$ cat config.mk
export PLATFORM = sky130hd
export DESIGN_NAME = axil_membus_bridge
export DESIGN_NICKNAME = d
export VERILOG_FILES = /design/src/rtl/axil_membus_pkg.sv /design/src/rtl/axil_membus_timeout.sv /design/src/rtl/axil_membus_bridge.sv
export SDC_FILE = /design/constraint.sdc
export NUM_CORES = 1
export LEC_CHECK = 0
export BUFFER_PORTS_ARGS = -buffer_cell sky130_fd_sc_hd__buf_2
export CAP_MARGIN = 20
export CORE_ASPECT_RATIO = 0.9
export CORE_MARGIN = 4
export CORE_UTILIZATION = 50
export DETAILED_ROUTE_END_ITERATION = 16
export PLACE_DENSITY = 0.77
export SLEW_MARGIN = 25
export SYNTH_ARGS = -nofsm -noshare
export SYNTH_HDL_FRONTEND = slang
export SYNTH_SLANG_ARGS = --single-unit
$ cat constraint.sdc
create_clock -name clk -period 5.9 [get_ports clk]
set_clock_uncertainty 0.2 [all_clocks]
set_input_delay 0.885 -clock clk [delete_from_list [all_inputs] [get_ports clk]]
set_output_delay 0.885 -clock clk [all_outputs]
set_load 0.02 [all_outputs]
$ cat src/rtl/axil_membus_pkg.sv
// axil_membus_pkg: state encoding and response codes shared by the AXI4-Lite to memory-bus bridge
package axil_membus_pkg;
    typedef logic [2:0] state_t;
    localparam state_t IDLE    = 3'd0;
    localparam state_t WR_STB  = 3'd1;
    localparam state_t WR_WAIT = 3'd2;
    localparam state_t WR_RESP = 3'd3;
    localparam state_t RD_STB  = 3'd4;
    localparam state_t RD_WAIT = 3'd5;
    localparam state_t RD_RESP = 3'd6;
    localparam logic [1:0] RESP_OKAY = 2'b00;
    localparam logic [1:0] RESP_SLVERR = 2'b10;
    localparam logic [31:0] DEAD_RDATA = 32'h0;
endpackage

$ cat src/rtl/axil_membus_timeout.sv
// axil_membus_timeout: loadable down-counter bounding how long the bridge waits for done
module axil_membus_timeout #(
    parameter int TIMEOUT = 255
) (
    input  logic clk,
    input  logic rst_n,
    input  logic clear,
    input  logic load,
    input  logic enable,
    output logic expired
);
    localparam int W = $clog2(TIMEOUT + 1);
    logic [W-1:0] cnt;
    always_ff @(posedge clk) begin
        if (!rst_n || clear) cnt <= '0;
        else if (load) cnt <= W'(TIMEOUT);
        else if (enable && cnt != '0) cnt <= cnt - 1'b1;
    end
    assign expired = cnt == '0;
endmodule

$ cat src/rtl/axil_membus_bridge.sv
// axil_membus_bridge: AXI4-Lite slave driving a single-strobe Rd/Wr memory bus, one access at a time
module axil_membus_bridge
    import axil_membus_pkg::*;
#(
    parameter int ADDR_W = 20,
    parameter int TIMEOUT = 255
) (
    input  logic              clk,
    input  logic              rst_n,
    input  logic [ADDR_W-1:0] s_awaddr,
    input  logic              s_awvalid,
    output logic              s_awready,
    input  logic [31:0]       s_wdata,
    input  logic [3:0]        s_wstrb,
    input  logic              s_wvalid,
    output logic              s_wready,
    output logic [1:0]        s_bresp,
    output logic              s_bvalid,
    input  logic              s_bready,
    input  logic [ADDR_W-1:0] s_araddr,
    input  logic              s_arvalid,
    output logic              s_arready,
    output logic [31:0]       s_rdata,
    output logic [1:0]        s_rresp,
    output logic              s_rvalid,
    input  logic              s_rready,
    output logic [ADDR_W-3:0] m_addr,
    output logic [31:0]       m_wr_data,
    output logic              m_rd_mem,
    output logic              m_wr_mem,
    input  logic [31:0]       m_rd_data,
    input  logic              m_rd_done,
    input  logic              m_wr_done,
    input  logic              m_rd_error,
    input  logic              m_wr_error
);
    state_t state, next;
    logic aw_held, w_held, ar_held, last_wr, expired;
    logic [ADDR_W-3:0] aw_addr, ar_addr;
    logic [31:0] w_data;
    logic [3:0] w_strb;
    logic unused_bits;
    assign unused_bits = ^{s_awaddr[1:0], s_araddr[1:0]};
    wire aw_hs = s_awvalid && s_awready;
    wire w_hs = s_wvalid && s_wready;
    wire ar_hs = s_arvalid && s_arready;
    wire aw_n = aw_held || aw_hs;
    wire w_n = w_held || w_hs;
    wire ar_n = ar_held || ar_hs;
    wire idle = state == IDLE;
    // On a collision the side not served last goes first
    wire pick_wr = idle && aw_n && w_n && (!ar_n || !last_wr);
    wire pick_rd = idle && ar_n && !pick_wr;
    wire [ADDR_W-3:0] a_w = aw_held ? aw_addr : s_awaddr[ADDR_W-1:2];
    wire [ADDR_W-3:0] a_r = ar_held ? ar_addr : s_araddr[ADDR_W-1:2];
    wire [31:0] d_w = w_held ? w_data : s_wdata;
    wire strb_ok = (w_held ? w_strb : s_wstrb) == 4'hF;
    wire aw_held_n = aw_n && !pick_wr;
    wire w_held_n = w_n && !pick_wr;
    wire ar_held_n = ar_n && !pick_rd;
    wire wr_end = state == WR_WAIT && (m_wr_done || expired);
    wire rd_end = state == RD_WAIT && (m_rd_done || expired);
    always_comb begin
        next = state;
        case (state)
            IDLE:    next = pick_wr ? (strb_ok ? WR_STB : WR_RESP) : pick_rd ? RD_STB : IDLE;
            WR_STB:  next = WR_WAIT;
            WR_WAIT: next = wr_end ? WR_RESP : WR_WAIT;
            WR_RESP: next = s_bready ? IDLE : WR_RESP;
            RD_STB:  next = RD_WAIT;
            RD_WAIT: next = rd_end ? RD_RESP : RD_WAIT;
            RD_RESP: next = s_rready ? IDLE : RD_RESP;
            default: next = IDLE;
        endcase
    end
    always_ff @(posedge clk) begin
        if (!rst_n) begin
            state <= IDLE;
            {aw_held, w_held, ar_held} <= '0;
            {s_awready, s_wready, s_arready} <= '0;
            last_wr <= 1'b1;
            aw_addr <= '0;
            ar_addr <= '0;
            w_data <= '0;
            w_strb <= '0;
            m_addr <= '0;
            m_wr_data <= '0;
            s_bresp <= RESP_OKAY;
            s_rresp <= RESP_OKAY;
            s_rdata <= '0;
        end else begin
            state <= next;
            aw_held <= aw_held_n;
            w_held <= w_held_n;
            ar_held <= ar_held_n;
            s_awready <= next == IDLE && !aw_held_n;
            s_wready <= next == IDLE && !w_held_n;
            s_arready <= next == IDLE && !ar_held_n;
            if (aw_hs) aw_addr <= s_awaddr[ADDR_W-1:2];
            if (ar_hs) ar_addr <= s_araddr[ADDR_W-1:2];
            if (w_hs) begin
                w_data <= s_wdata;
                w_strb <= s_wstrb;
            end
            if (pick_wr) begin
                last_wr <= 1'b1;
                s_bresp <= strb_ok ? RESP_OKAY : RESP_SLVERR;
            end
            if (pick_wr && strb_ok) begin
                m_addr <= a_w;
                m_wr_data <= d_w;
            end
            if (pick_rd) begin
                last_wr <= 1'b0;
                m_addr <= a_r;
            end
            if (wr_end) s_bresp <= (m_wr_done && !m_wr_error) ? RESP_OKAY : RESP_SLVERR;
            if (rd_end) begin
                s_rresp <= (m_rd_done && !m_rd_error) ? RESP_OKAY : RESP_SLVERR;
                s_rdata <= m_rd_done ? m_rd_data : DEAD_RDATA;
            end
        end
    end
    assign s_bvalid = state == WR_RESP;
    assign s_rvalid = state == RD_RESP;
    assign m_wr_mem = state == WR_STB;
    assign m_rd_mem = state == RD_STB;
    axil_membus_timeout #(.TIMEOUT(TIMEOUT)) u_timeout (
        .clk(clk),
        .rst_n(rst_n),
        .clear(idle),
        .load(state == WR_STB || state == RD_STB),
        .enable(state == WR_WAIT || state == RD_WAIT),
        .expired(expired)
    );
endmodule
## Yosys cells after proc, flatten, opt, wreduce, memory -nomap -nowiden

Cells that the tools add are included.
Widths: inputs -> output; s select.

- Bits in registers: 176
- Word-level logic and storage cells: 97

- $add $sub $neg: 1
- Eq/ne operators: 7
- Mux-type cells: 24
- Reduce and logical (&&, ||, !) cells: 47

Operator list:

| kind | count |
|---|---|
| $mux 18 | 4 |
| $mux 32 | 2 |
| $pmux 3 s7 | 1 |
| $logic_and 1x1->1 | 20 |
| $mux 2 | 8 |
| $mux 8 | 2 |
| $logic_not 1->1 | 10 |
| $eq 3x3->1 const B | 3 |
| $logic_or 1x1->1 | 9 |
| $mux 3 | 3 |
| $logic_not 8->1 | 1 |
| $reduce_bool 2->1 | 4 |
| $reduce_bool 8->1 | 1 |
| $sub 8x1->8 const B | 1 |
| $eq 3x2->1 const B | 2 |
| $logic_not 3->1 | 2 |
| $eq 4x4->1 const B | 1 |
| $mux 4 | 1 |
| $eq 3x1->1 const B | 1 |
| $mux 1 | 3 |

## Longest topological paths before layout

Gate-level depths: netlist of run 1.

- Depth after elaboration: 12
- Mapped depth: 7

## By module

Synthesis of run 1 repeated with hierarchy kept, for this count alone.

- Cell total of the unflattened synthesis: 834
- Area, all modules: 7378.3 um^2

By module, submodules not included:

| module | instances | cells an instance | area each (um^2) | seq. area each (um^2) |
|---|---|---|---|---|
| axil_membus_bridge | 1 | 788 | 6905.4 | 3323.2 |
| axil_membus_timeout | 1 | 46 | 473.0 | 160.2 |

## Worst setup path after synthesis of run 1

OpenSTA, ideal clock, no wires.

- Path kind: input -> register
- Start point: input port s_arvalid
- End point: register m_wr_data[13]
- Setup time: 146 ps
- Data arrival time: 2096 ps
- Data required time: 5554 ps
- Setup slack: 3458 ps
- Stages on the path: 6
- Path buffers: 2
- Cells stage by stage: a21o_1 a2111oi_4 and2_1 buf_6 buf_6 a211oi_2

- Word-level cells in the longest chain between the ends: 6

Ends and longest elaborated chain:

| element | line | RTL |
|---|---|---|
| from (decl) | axil_membus_bridge.sv:21 | `input logic s_arvalid,` |
| $logic_and 1x1->1 | axil_membus_bridge.sv:46 | `wire ar_hs = s_arvalid && s_arready;` |
| $logic_or 1x1->1 | axil_membus_bridge.sv:49 | `wire ar_n = ar_held \|\| ar_hs;` |
| $logic_not 1->1 | axil_membus_bridge.sv:52 | `wire pick_wr = idle && aw_n && w_n && (!ar_n \|\| !last_wr);` |
| $logic_or 1x1->1 | axil_membus_bridge.sv:52 |  |
| $logic_and 1x1->1 | axil_membus_bridge.sv:52 |  |
| $logic_and 1x1->1 | axil_membus_bridge.sv:109 | `if (pick_wr && strb_ok) begin` |
| to (signal assigned) | axil_membus_bridge.sv:111 | `m_wr_data <= d_w;` |
| to (decl) | axil_membus_bridge.sv:28 | `output logic [31:0] m_wr_data,` |

Every way passes these cells.
A chain may end at the register's enable or synchronous reset.

## Worst setup path in the final report of run 1

- Start point: register ar_held
- End point: register m_wr_data[13]

- Word-level cells in the longest chain between the ends: 5

Ends and longest elaborated chain:

| element | line | RTL |
|---|---|---|
| from (decl) | axil_membus_bridge.sv:38 | `logic aw_held, w_held, ar_held, last_wr, expired;` |
| from (signal assigned) | axil_membus_bridge.sv:95 | `ar_held <= ar_held_n;` |
| $logic_or 1x1->1 | axil_membus_bridge.sv:49 |  |
| $logic_not 1->1 | axil_membus_bridge.sv:52 |  |
| $logic_or 1x1->1 | axil_membus_bridge.sv:52 |  |
| $logic_and 1x1->1 | axil_membus_bridge.sv:52 |  |
| $logic_and 1x1->1 | axil_membus_bridge.sv:109 |  |

Every way passes these cells.

==> run_results.csv, run 1 <==
group,metric,value,unit
run_status,status,"finished clean",
layout,area_delta_synth_final,21.8,%
clock_tree,cts_tree,"done",
synthesis,ys_seq_area_share,46.1,%
worst_setup_path,critPathArrivalTime,3.15,ns
worst_setup_path,worstPathCellList,"a21o_1 -> a2111oi_4 -> and2_2 -> buf_4 -> a211oi_2",
place,dp_hpwl,12.9,mm
timing,tightest_slew,0.983,ns
worst_setup_path,r2r_slack,2.82,ns
grt,grt-busiest-layer,"met2",
clock_tree,cts-root-buf,"clkbuf_16",
place,gp_congestion,0.788,
hold_path,hp-class,"reg -> reg",
layout,final_cells,1230,
worst_setup_path,endpoint_kind,"flip-flop",
pwr,ir_drop,0.280,mV
grt,grt_pass1_vias,6296,
layout,seq_area,0.00348,mm²
timing,fin_crit_sh,52.3,%
grt,grt_pass1_wl,31.3,mm
die,die-width,138,µm
clock_tree,clock_path_buffers,2,
synthesis,syn_inst,854,
worst_setup_path,path_class,"reg -> reg",
layout,nFillCells,1300,
worst_setup_path,r2r-start,"ar_held$_SDFF_PN0_",
synthesis,synth_ff_type,"dfxtp_1",
grt,grt_antenna_before_repair,0,
pwr,pwr_density_cell,399,mW/mm²
worst_setup_path,crit_family,"compound AO/OA/AOI/OAI gates",
clock_tree,cts_max_level,4,
detailed_routing,vias,6671,
clock_tree,ctsHoldBuffers,0,
layout,multi_input_area,0.00366,mm²
timing,tns,0,ns
clock_tree,cts_sinks,174,
die,num_io_pins,212,
worst_setup_path,slowest_stage,"and2_2",
synthesis,synth_cell_types,51,
grt,overflow,0,
hold_path,holdCritStartpoint,"w_data[15]$_SDFFE_PN0P_",
worst_setup_path,worstPathMaxFanout,25,
die,chipHeight,125,µm
clock_tree,cts_resized,0,
place,port_buffers,205,
synthesis,synth_enable_flop_cells,0,
pwr,power,3.66,mW
worst_setup_path,r2r-end,"m_wr_data[13]$_SDFFE_PN0P_",
layout,final_nets,1141,
worst_setup_path,critPathLaunchType,"flip-flop",
place,dp_cells,1200,
die,start_util,51.1,%
pwr,power_leakage,3.55,nW
synthesis,synth-seq-cells,174,
timing,setup_viol,0,
hold_path,min_path_cells,2,
detailed_routing,vias_per_cell,5.42,
detailed_routing,routed_wl,19.7,mm
die,rows,42,
timing,drv_slew,0,
clock_tree,cts_setup_buffers,0,
layout,drive_above_1_share,30.9,%
worst_setup_path,critPathBufInv,1,
clock_tree,clkLatencyLatePin,0.42,ns
synthesis,netlist_area,0.00755,mm²
layout,antennaDiodeCount,0,
run,max_cap_violations,0,
timing,hold_viol,0,
die,core,0.0148,mm²
worst_setup_path,max_stage_delay,0.67,ns
synthesis,yosysWarningCount,0,
grt,track_usage,22.6,%
clock_tree,cts_made_buffers,17,
detailed_routing,routedWlPerCell,16.0,µm
synthesis,avgSynthCellArea,8.84,µm²
grt,met1_usage,30.3,%
grt,grt_start_max_net_pins,101,
place,place_worst_setup_slack,2.57,ns
detailed_routing,drc,0,
detailed_routing,final_antenna_net_count,0,
timing,max_slew_margin,34.4,%
timing,rsz0062_at_grt,"false",
worst_setup_path,ff2ff_path_depth,5,
grt,use_met3,7.03,%
synthesis,synthArstFlopShare,0,%
timing,final.min_clock_period,3.08,ns
detailed_routing,drt_first_pass_iters,5,
clock_tree,cts.clk_slew.worst_paths,0.06,ns
detailed_routing,drt_iter0_markers,377,
timing,clock.fmax,324,MHz
grt,grt.met2_usage,34.6,%
worst_setup_path,cp.required,5.97,ns
die,die_area,0.0171,mm²
hold_path,min_to,"w_data[15]$_SDFFE_PN0P_",
timing,setup_ws,2.82,ns
==> where the power goes <==
| part | internal [mW] | total [mW] | switching (mW) | leakage [nW] |
|---|---|---|---|---|
| registers | 1.33 | 1.45 | 0.119 | 1.41 |
| clock network | 0.684 | 1.13 | 0.442 | 0.276 |
| logic | 0.398 | 1.09 | 0.695 | 1.87 |
| total | 2.41 | 3.66 | 1.26 | 3.55 |
==> placed cells by master, fill, tap and decap left out, types with 3 or more instances in the layout <==
master	count
buf_2	205
nand2_1	183
dfxtp_1	173
a21oi_1	148
o21ai_0	51
mux2i_1	49
a211oi_2	29
inv_1	24
mux2_2	21
clkbuf_16	17
buf_4	12
nor3_1	11
a211oi_1	10
a221oi_2	10
a221oi_1	7
nor2_1	6
clkbuf_1	5
a21o_1	4
and2_1	4
nor2b_1	3
nor3b_1	3
o21a_1	3
or2_2	3
a31oi_1	3
and3_1	3
a311oi_1	3
bufinv_16	3
==> cell type report <==
| cell class | count | share of cell area, % |
|---|---|---|
| clock buffer | 24 | 5.13 |
| clock inverter | 6 | 1.20 |
| inverter | 25 | 1.08 |
| multi-input combinational | 586 | 39.9 |
| sequential | 174 | 37.9 |
| tap | 198 | 2.69 |
| timing repair buffer | 217 | 12.1 |
==> flip-flops by register name, indices dropped and copies added (netlist names) <==
register / cells
ar_addr: 18
s_rresp: 1
s_rdata: 32
w_held: 1
s_awready: 1
m_addr: 18
u_timeout.cnt: 8
w_data: 32
last_wr: 1
s_bresp: 1
state: 3
w_strb: 4
ar_held: 1
m_wr_data: 32
s_arready: 1
aw_addr: 18
s_wready: 1
aw_held: 1
==> layer usage <==
layer  vias to the layer above  wire [µm]
li1                       3326          -
met1                      3111       8680
met2                       204       9100
met3                        30       1540
met4                         0        384
met5                         -          0
==> synthesized netlist by cell type (all sizes together), types with 4 or more instances <==
| library cell | count | area (µm²) |
|---|---|---|
| and2 | 5 | 31.3 |
| a221oi | 17 | 211 |
| clkbuf | 53 | 199 |
| mux2 | 21 | 236 |
| a311oi | 4 | 41.3 |
| inv | 24 | 90.1 |
| a211oi | 39 | 438 |
| nand2 | 183 | 687 |
| nor2 | 6 | 22.5 |
| a21oi | 150 | 754 |
| buf | 17 | 148 |
| a21o | 4 | 30.0 |
| dfxtp | 174 | 3480 |
| o21ai | 51 | 255 |
| nor3 | 11 | 55.1 |
| mux2i | 49 | 490 |
==> tightest hold or removal path, stage by stage (launching register included) <==
cell     delay, ns
dfxtp_1       0.31
nand2_1       0.05
a21oi_1       0.05
==> how the worst max path moves through the flow <==
stage,slack [ns],cells past startpoint,to,from
after global placement,2.57,6,m_wr_data[3]$_SDFFE_PN0P_,s_arvalid
after floorplan,3.46,6,m_wr_data[13]$_SDFFE_PN0P_,s_arvalid
after detailed placement,2.57,6,m_wr_data[13]$_SDFFE_PN0P_,s_arvalid
after global routing,2.73,5,m_wr_data[13]$_SDFFE_PN0P_,ar_held$_SDFF_PN0_
after CTS,2.83,5,m_wr_data[13]$_SDFFE_PN0P_,ar_held$_SDFF_PN0_
final,2.82,5,m_wr_data[13]$_SDFFE_PN0P_,ar_held$_SDFF_PN0_
==> per-stage QoR <==
stage | hold slack [ns] | area, µm² | utilization, %
floorplan | 0.233 | 7550 | -
global placement | 0.239 | 8600 | 58.2
detailed placement | 0.246 | 8610 | 58.3
CTS | 0.255 | 9190 | 62.3
global route | 0.269 | 9190 | 62.3
finish | 0.252 | 9190 | 62.3
==> cell families after synthesis <==
family / Yosys count / synth area share, %
AND/OR/NAND/NOR: 229 / 12.8
adder cells (fa/ha/maj): 1 / 0.166
XOR/XNOR: 2 / 0.232
buffers and inverters: 95 / 5.83
other: 1 / 0.0497
flip-flops: 174 / 46.1
multiplexers: 70 / 9.63
AO/OA/AOI/OAI: 282 / 25.2
(Power assumes the default switching activity.)
==> run 2: changes to the inputs <==
--- a/config.mk
+++ b/config.mk
@@ -9,9 +9,9 @@
 export CAP_MARGIN = 20
 export CORE_ASPECT_RATIO = 0.9
 export CORE_MARGIN = 4
-export CORE_UTILIZATION = 50
+export CORE_UTILIZATION = 47
 export DETAILED_ROUTE_END_ITERATION = 16
-export PLACE_DENSITY = 0.77
+export PLACE_DENSITY = 0.76
 export SLEW_MARGIN = 25
 export SYNTH_ARGS = -nofsm -noshare
 export SYNTH_HDL_FRONTEND = slang
==> constraint.sdc (replaced) <==
create_clock -name clk -period 2.75 [get_ports clk]
set_clock_uncertainty 0.2 [all_clocks]
set_input_delay 0.4125 -clock clk [delete_from_list [all_inputs] [get_ports clk]]
set_output_delay 0.4125 -clock clk [all_outputs]
set_load 0.02 [all_outputs]
==> run 2 against run 1 <==
  * Die area increased by 6.0%
  * Non-clock buffer count increased by 14
  * Largest cell class unchanged
  * Sequential share of layout area decreased by 0.62 points
  * Design area increased by 1.7%
  * Cell count increased by 2.0%
==> run_results.csv, run 2 (synthesized netlist as in run 1, its figures left out) <==
group,metric,value,unit
run_status,status,"finished clean",
die,die_area,0.0182,mm²
detailed_routing,wl_met1,8.78,mm
clock_tree,cts_resized,0,
pwr,ir_drop,0.487,mV
detailed_routing,routed_wl,20.0,mm
pwr,pwr_density_cell,846,mW/mm²
die,core,0.0156,mm²
clock_tree,cts_setup_buffers,0,
die,rows,43,
clock_tree,clock_path_buffers,2,
detailed_routing,routed.top_layer,"met4",
detailed_routing,routedWlPerCell,16.0,µm
hold_path,holdCritStartpoint,"m_rd_data[19]",
timing,final.min_clock_period,2.37,ns
timing,hold_viol,0,
worst_setup_path,cp.required,2.89,ns
layout,final_nets,1155,
layout,reg_top3,"m_wr_data x32, s_rdata x32, w_data x32",
clock_tree,cts_max_level,4,
grt,grt_pass1_vias,6594,
clock_tree,cts-root-buf,"clkbuf_16",
die,die-width,142,µm
timing,tightest_slew,0.793,ns
timing,setup_viol,0,
grt,grt_start_max_net_pins,41,
place,gp_congestion,0.862,
detailed_routing,drt_iter0_markers,359,
worst_setup_path,worstPathMaxFanout,21,
layout,area_delta_synth_final,23.8,%
timing,tns,0,ns
worst_setup_path,crit_start,"state[1]$_SDFF_PN0_",
detailed_routing,final_antenna_net_count,0,
clock_tree,cts_made_buffers,17,
worst_setup_path,path_class,"reg -> reg",
layout,utilization,59.9,%
detailed_routing,vias,6802,
worst_setup_path,endpoint_kind,"flip-flop",
timing,fin_crit_sh,86.2,%
grt,overflow,0,
timing,drv_slew,0,
detailed_routing,drt_first_pass_iters,5,
detailed_routing,wl_met3,1.43,mm
clock_tree,clkLatencyLatePin,0.42,ns
worst_setup_path,critPathArrivalTime,2.51,ns
run,max_cap_violations,0,
timing,clock.fmax,422,MHz
grt,track_usage,21.8,%
worst_setup_path,critPathLaunchType,"flip-flop",
worst_setup_path,r2r-start,"state[1]$_SDFF_PN0_",
place,port_buffers,205,
clock_tree,ctsHoldBuffers,0,
pwr,power_leakage,3.63,nW
place,dp_hpwl,13.4,mm
clock_tree,cts.clk_slew.worst_paths,0.07,ns
layout,nFillCells,1386,
timing,rsz0062_at_grt,"false",
clock_tree,cts_tree,"done",
clock_tree,cts_sinks,174,
detailed_routing,wl_met2,9.47,mm
detailed_routing,vias_per_cell,5.42,
die,num_io_pins,212,
layout,layout_commonest_cell,"buf_2",
grt,grt_pass1_wl,32.2,mm
hold_path,hp-class,"in -> reg",
layout,drive_above_1_share,32.4,%
die,chipHeight,128,µm
layout,final_cell_mix,"buf_2 (205), nand2_1 (183), dfxtp_1 (173)",
grt,grt_antenna_before_repair,3,
die,start_util,48.4,%
detailed_routing,drc,0,
timing,max_slew_margin,47.1,%
-- run 2: changes by cell type in the layout (fill, tap and decap cells not counted), moves of 2 or more --
| cell | previous run | this run |
|---|---|---|
| inv_6 | 1 | 3 |
| buf_4 | 12 | 23 |
| diode_2 | 0 | 4 |
| clkbuf_8 | 2 | 0 |
| buf_12 | 0 | 3 |
| bufinv_16 | 3 | 1 |
| clkinvlp_4 | 2 | 6 |
| inv_8 | 0 | 4 |
| clkbuf_1 | 5 | 0 |
-- run 2: layer usage --
layer | global-route usage (%) | up-vias
met5 | 0 | -
met4 | 8.86 | 0
met3 | 4.92 | 20
met2 | 35.7 | 233
met1 | 27.9 | 3184
li1 | - | 3365
-- run 2: worst paths after layout --
kind                                                  end  slack, ns  cells after the start
worst min register to register    ar_addr[9]$_SDFFE_PN0P_       0.25                      2
worst max register to register  m_wr_data[7]$_SDFFE_PN0P_       0.38                      5
worst max-delay path            m_wr_data[7]$_SDFFE_PN0P_       0.38                      5
worst min-delay path             s_rdata[19]$_SDFFE_PN0P_       0.03                      3
-- run 2: cell type report --
type / instances / area (µm²) / area share, %
Sequential cell: 174 / 3480 / 37.3
Inverter: 25 / 96.3 / 1.03
Tap cell: 202 / 253 / 2.70
Clock buffer: 17 / 425 / 4.55
Timing Repair Buffer: 231 / 1260 / 13.5
Multi-Input combinational cell: 586 / 3660 / 39.2
Antenna cell: 4 / 10.0 / 0.107
Clock inverter: 15 / 155 / 1.66
-- run 2: critical path: stages (launching register included) --
cell and delay, ns:
dfxtp_1 0.32, or3_1 0.52, a2111oi_4 0.50, buf_4 0.34, a21oi_1 0.15, a211oi_2 0.23
-- run 2: power breakdown --
part	switching [mW]	leakage [nW]	internal [mW]
clock	1.09	0.266	1.28
combinational	1.56	1.95	0.927
sequential	0.198	1.41	2.84
-- run 2: per-stage QoR --
stage               cells  hold slack, ns  instance area (µm²)  setup WS [ns]  total power, mW
floorplan             855           0.233                 7550          0.624             4.83
global placement     1218           0.239                 8750          0.192             5.52
detailed placement   1218           0.244                 8760          0.412             5.57
CTS                  1250         0.00286                 9340          0.380             7.96
global route         1253          0.0102                 9340          0.298             8.35
finish               1254          0.0251                 9350          0.380             7.90
==> run 3: changes to the inputs <==
--- a/config.mk
+++ b/config.mk
@@ -16,3 +16,4 @@
 export SYNTH_ARGS = -nofsm -noshare
 export SYNTH_HDL_FRONTEND = slang
 export SYNTH_SLANG_ARGS = --single-unit
+export TNS_END_PERCENT = 20
==> constraint.sdc (replaced) <==
create_clock -name clk -period 2.75 [get_ports clk]
set_clock_uncertainty 0.2 [all_clocks]
set_input_delay 0.1375 -clock clk [delete_from_list [all_inputs] [get_ports clk]]
set_output_delay 0.1375 -clock clk [all_outputs]
set_load 0.02 [all_outputs]
==> run 3 against run 2 <==
  * Register-to-register slack worse by 0.30 ns
  * Via count grew 9.5%
  * Power is 3.3% higher
  * Cell count up 8.9%
  * Fmax shrank 11%
  * Wire length is 14% higher
  * Critical path type unchanged
  * Sequential power barely moved
  * Core utilization grew 7.4 points
  * Critical path depth increased by 1
  * First-iteration DRC count fell by 0.28%
  * Global-route usage up 3.2 points
  * Clock power rose by 4%
==> run_results.csv, run 3 (synthesized netlist as in run 1, its figures left out) <==
group,metric,value,unit
timing,setup_viol,0,
clock_tree,cts_sinks,174,
worst_setup_path,critPathLaunchType,"flip-flop",
place,port_buffers,205,
pwr,power,8.16,mW
worst_setup_path,critPathArrivalTime,2.84,ns
die,core,0.0156,mm²
detailed_routing,drc,0,
timing,final.min_clock_period,2.67,ns
clock_tree,clock_path_buffers,2,
clock_tree,cts_max_level,4,
detailed_routing,drt_first_pass_iters,5,
grt,grt_antenna_before_repair,3,
layout,drive_above_1_share,29.3,%
layout,area_delta_synth_final,39.0,%
worst_setup_path,worstPathCellList,"buf_4 -> nor3_1 -> o2111ai_1 -> or2_2 -> a311oi_1 -> dlygate4sd3_1",
worst_setup_path,cp.required,2.92,ns
die,die_area,0.0182,mm²
grt,grt_pass1_vias,7508,
worst_setup_path,worstPathMaxFanout,12,
grt,grt_start_max_net_pins,61,
worst_setup_path,path_class,"reg -> reg",
worst_setup_path,endpoint_kind,"flip-flop",
layout,final_nets,1268,
worst_setup_path,slowest_stage,"dlygate4sd3_1",
layout,seq_area,0.00348,mm²
timing,drv_slew,0,
clock_tree,cts.clk_slew.worst_paths,0.06,ns
layout,reg_top3,"m_wr_data x32, s_rdata x32, w_data x32",
timing,fin_crit_sh,97.2,%
die,die-width,142,µm
clock_tree,clkLatencyLatePin,0.43,ns
detailed_routing,drt_iter0_markers,358,
timing,clock.fmax,374,MHz
pwr,ir_drop,0.559,mV
pwr,power_leakage,4.13,nW
place,gp_congestion,0.821,
detailed_routing,vias_per_cell,5.45,
timing,tns,0,ns
layout,finish.instance_area,0.0105,mm²
die,start_util,48.4,%
pwr,pwr_density_cell,778,mW/mm²
clock_tree,cts-root-buf,"clkbuf_16",
detailed_routing,routedWlPerCell,16.8,µm
die,num_io_pins,212,
grt,overflow,0,
place,place_area,0.00875,mm²
die,rows,43,
die,chipHeight,128,µm
timing,max_slew_margin,47.0,%
detailed_routing,vias,7449,
run,max_cap_violations,0,
timing,hold_viol,0,
detailed_routing,routed_wl,22.9,mm
detailed_routing,final_antenna_net_count,0,
layout,utilization,67.3,%
clock_tree,cts_made_buffers,17,
place,dp_hpwl,13.5,mm
timing,rsz0062_at_grt,"false",
layout,multi_input_area,0.00366,mm²
grt,grt_pass1_wl,36.6,mm
hold_path,hp-class,"in -> reg",
clock_tree,cts_setup_buffers,0,
run_status,status,"finished clean",
layout,final_cell_mix,"buf_2 (205), nand2_1 (183), dfxtp_1 (173)",
worst_setup_path,max_stage_delay,0.57,ns
layout,nFillCells,1152,
clock_tree,cts_tree,"done",
layout,layout_commonest_cell,"buf_2",
timing,tightest_slew,0.795,ns
grt,track_usage,25.0,%
[run 3: stage by stage]
| stage | worst slack, ns | hold WS, ns | std cells |
|---|---|---|---|
| 2_1_floorplan | 0.624 | 0.0735 | 855 |
| 3_3_place_gp | 0.321 | 0.184 | 1218 |
| 3_5_place_dp | 0.298 | 0.189 | 1218 |
| 4_1_cts | 0.0238 | 0.0245 | 1363 |
| 5_1_grt | 0.0423 | 0.0810 | 1366 |
| 6_report | 0.0760 | 0.0473 | 1366 |
[run 3: worst max-delay path, delay by kind of cell (launching register included)]
kind            cells  cell delay, ns
simple gates        2            0.84
buf+inv             2            0.74
compound gates      2            0.52
flops               1            0.31
[run 3: layout make-up]
class	instances	share of cell area (%)
antenna	3	0.0715
multi-input combinational	586	34.9
inverter	25	0.918
sequential	174	33.2
clock buffer	21	4.48
tap	202	2.41
timing repair buffer	344	22.8
clock inverter	11	1.25
[run 3: final timing paths]
check	start	endpoint	slack (ns)	depth (start not counted)
max reg2reg	state[1]$_SDFF_PN0_	s_bresp[1]$_SDFFE_PN0P_	0.08	6
max	state[1]$_SDFF_PN0_	s_bresp[1]$_SDFFE_PN0P_	0.08	6
min	s_awvalid	s_awready$_SDFF_PN0_	0.05	4
min reg2reg	ar_addr[13]$_SDFFE_PN0P_	ar_addr[13]$_SDFFE_PN0P_	0.25	2
[run 3: report_power, final]
part | internal [mW] | leakage [nW] | switching [mW]
logic | 1.05 | 2.43 | 1.60
registers | 2.85 | 1.41 | 0.212
clock network | 1.42 | 0.287 | 1.03
total | 5.31 | 4.13 | 2.85
[run 3: repair_timing]
| item | 4_1_cts | 5_1_grt |
|---|---|---|
| hold buffers | 113 | 0 |
| gates resized for setup | 0 | 2 |
| setup endpoints to repair | 0 | 1 |
| hold endpoints to repair | 161 | 0 |
[run 3: metal layers]
layer / up-vias / GRT usage, % / share of wire (%)
li1: 3590 / - / -
met4: 0 / 10.8 / 3.3
met5: - / 0 / 0
met1: 3523 / 29.3 / 41
met3: 59 / 6.64 / 6.7
met2: 277 / 43.1 / 49
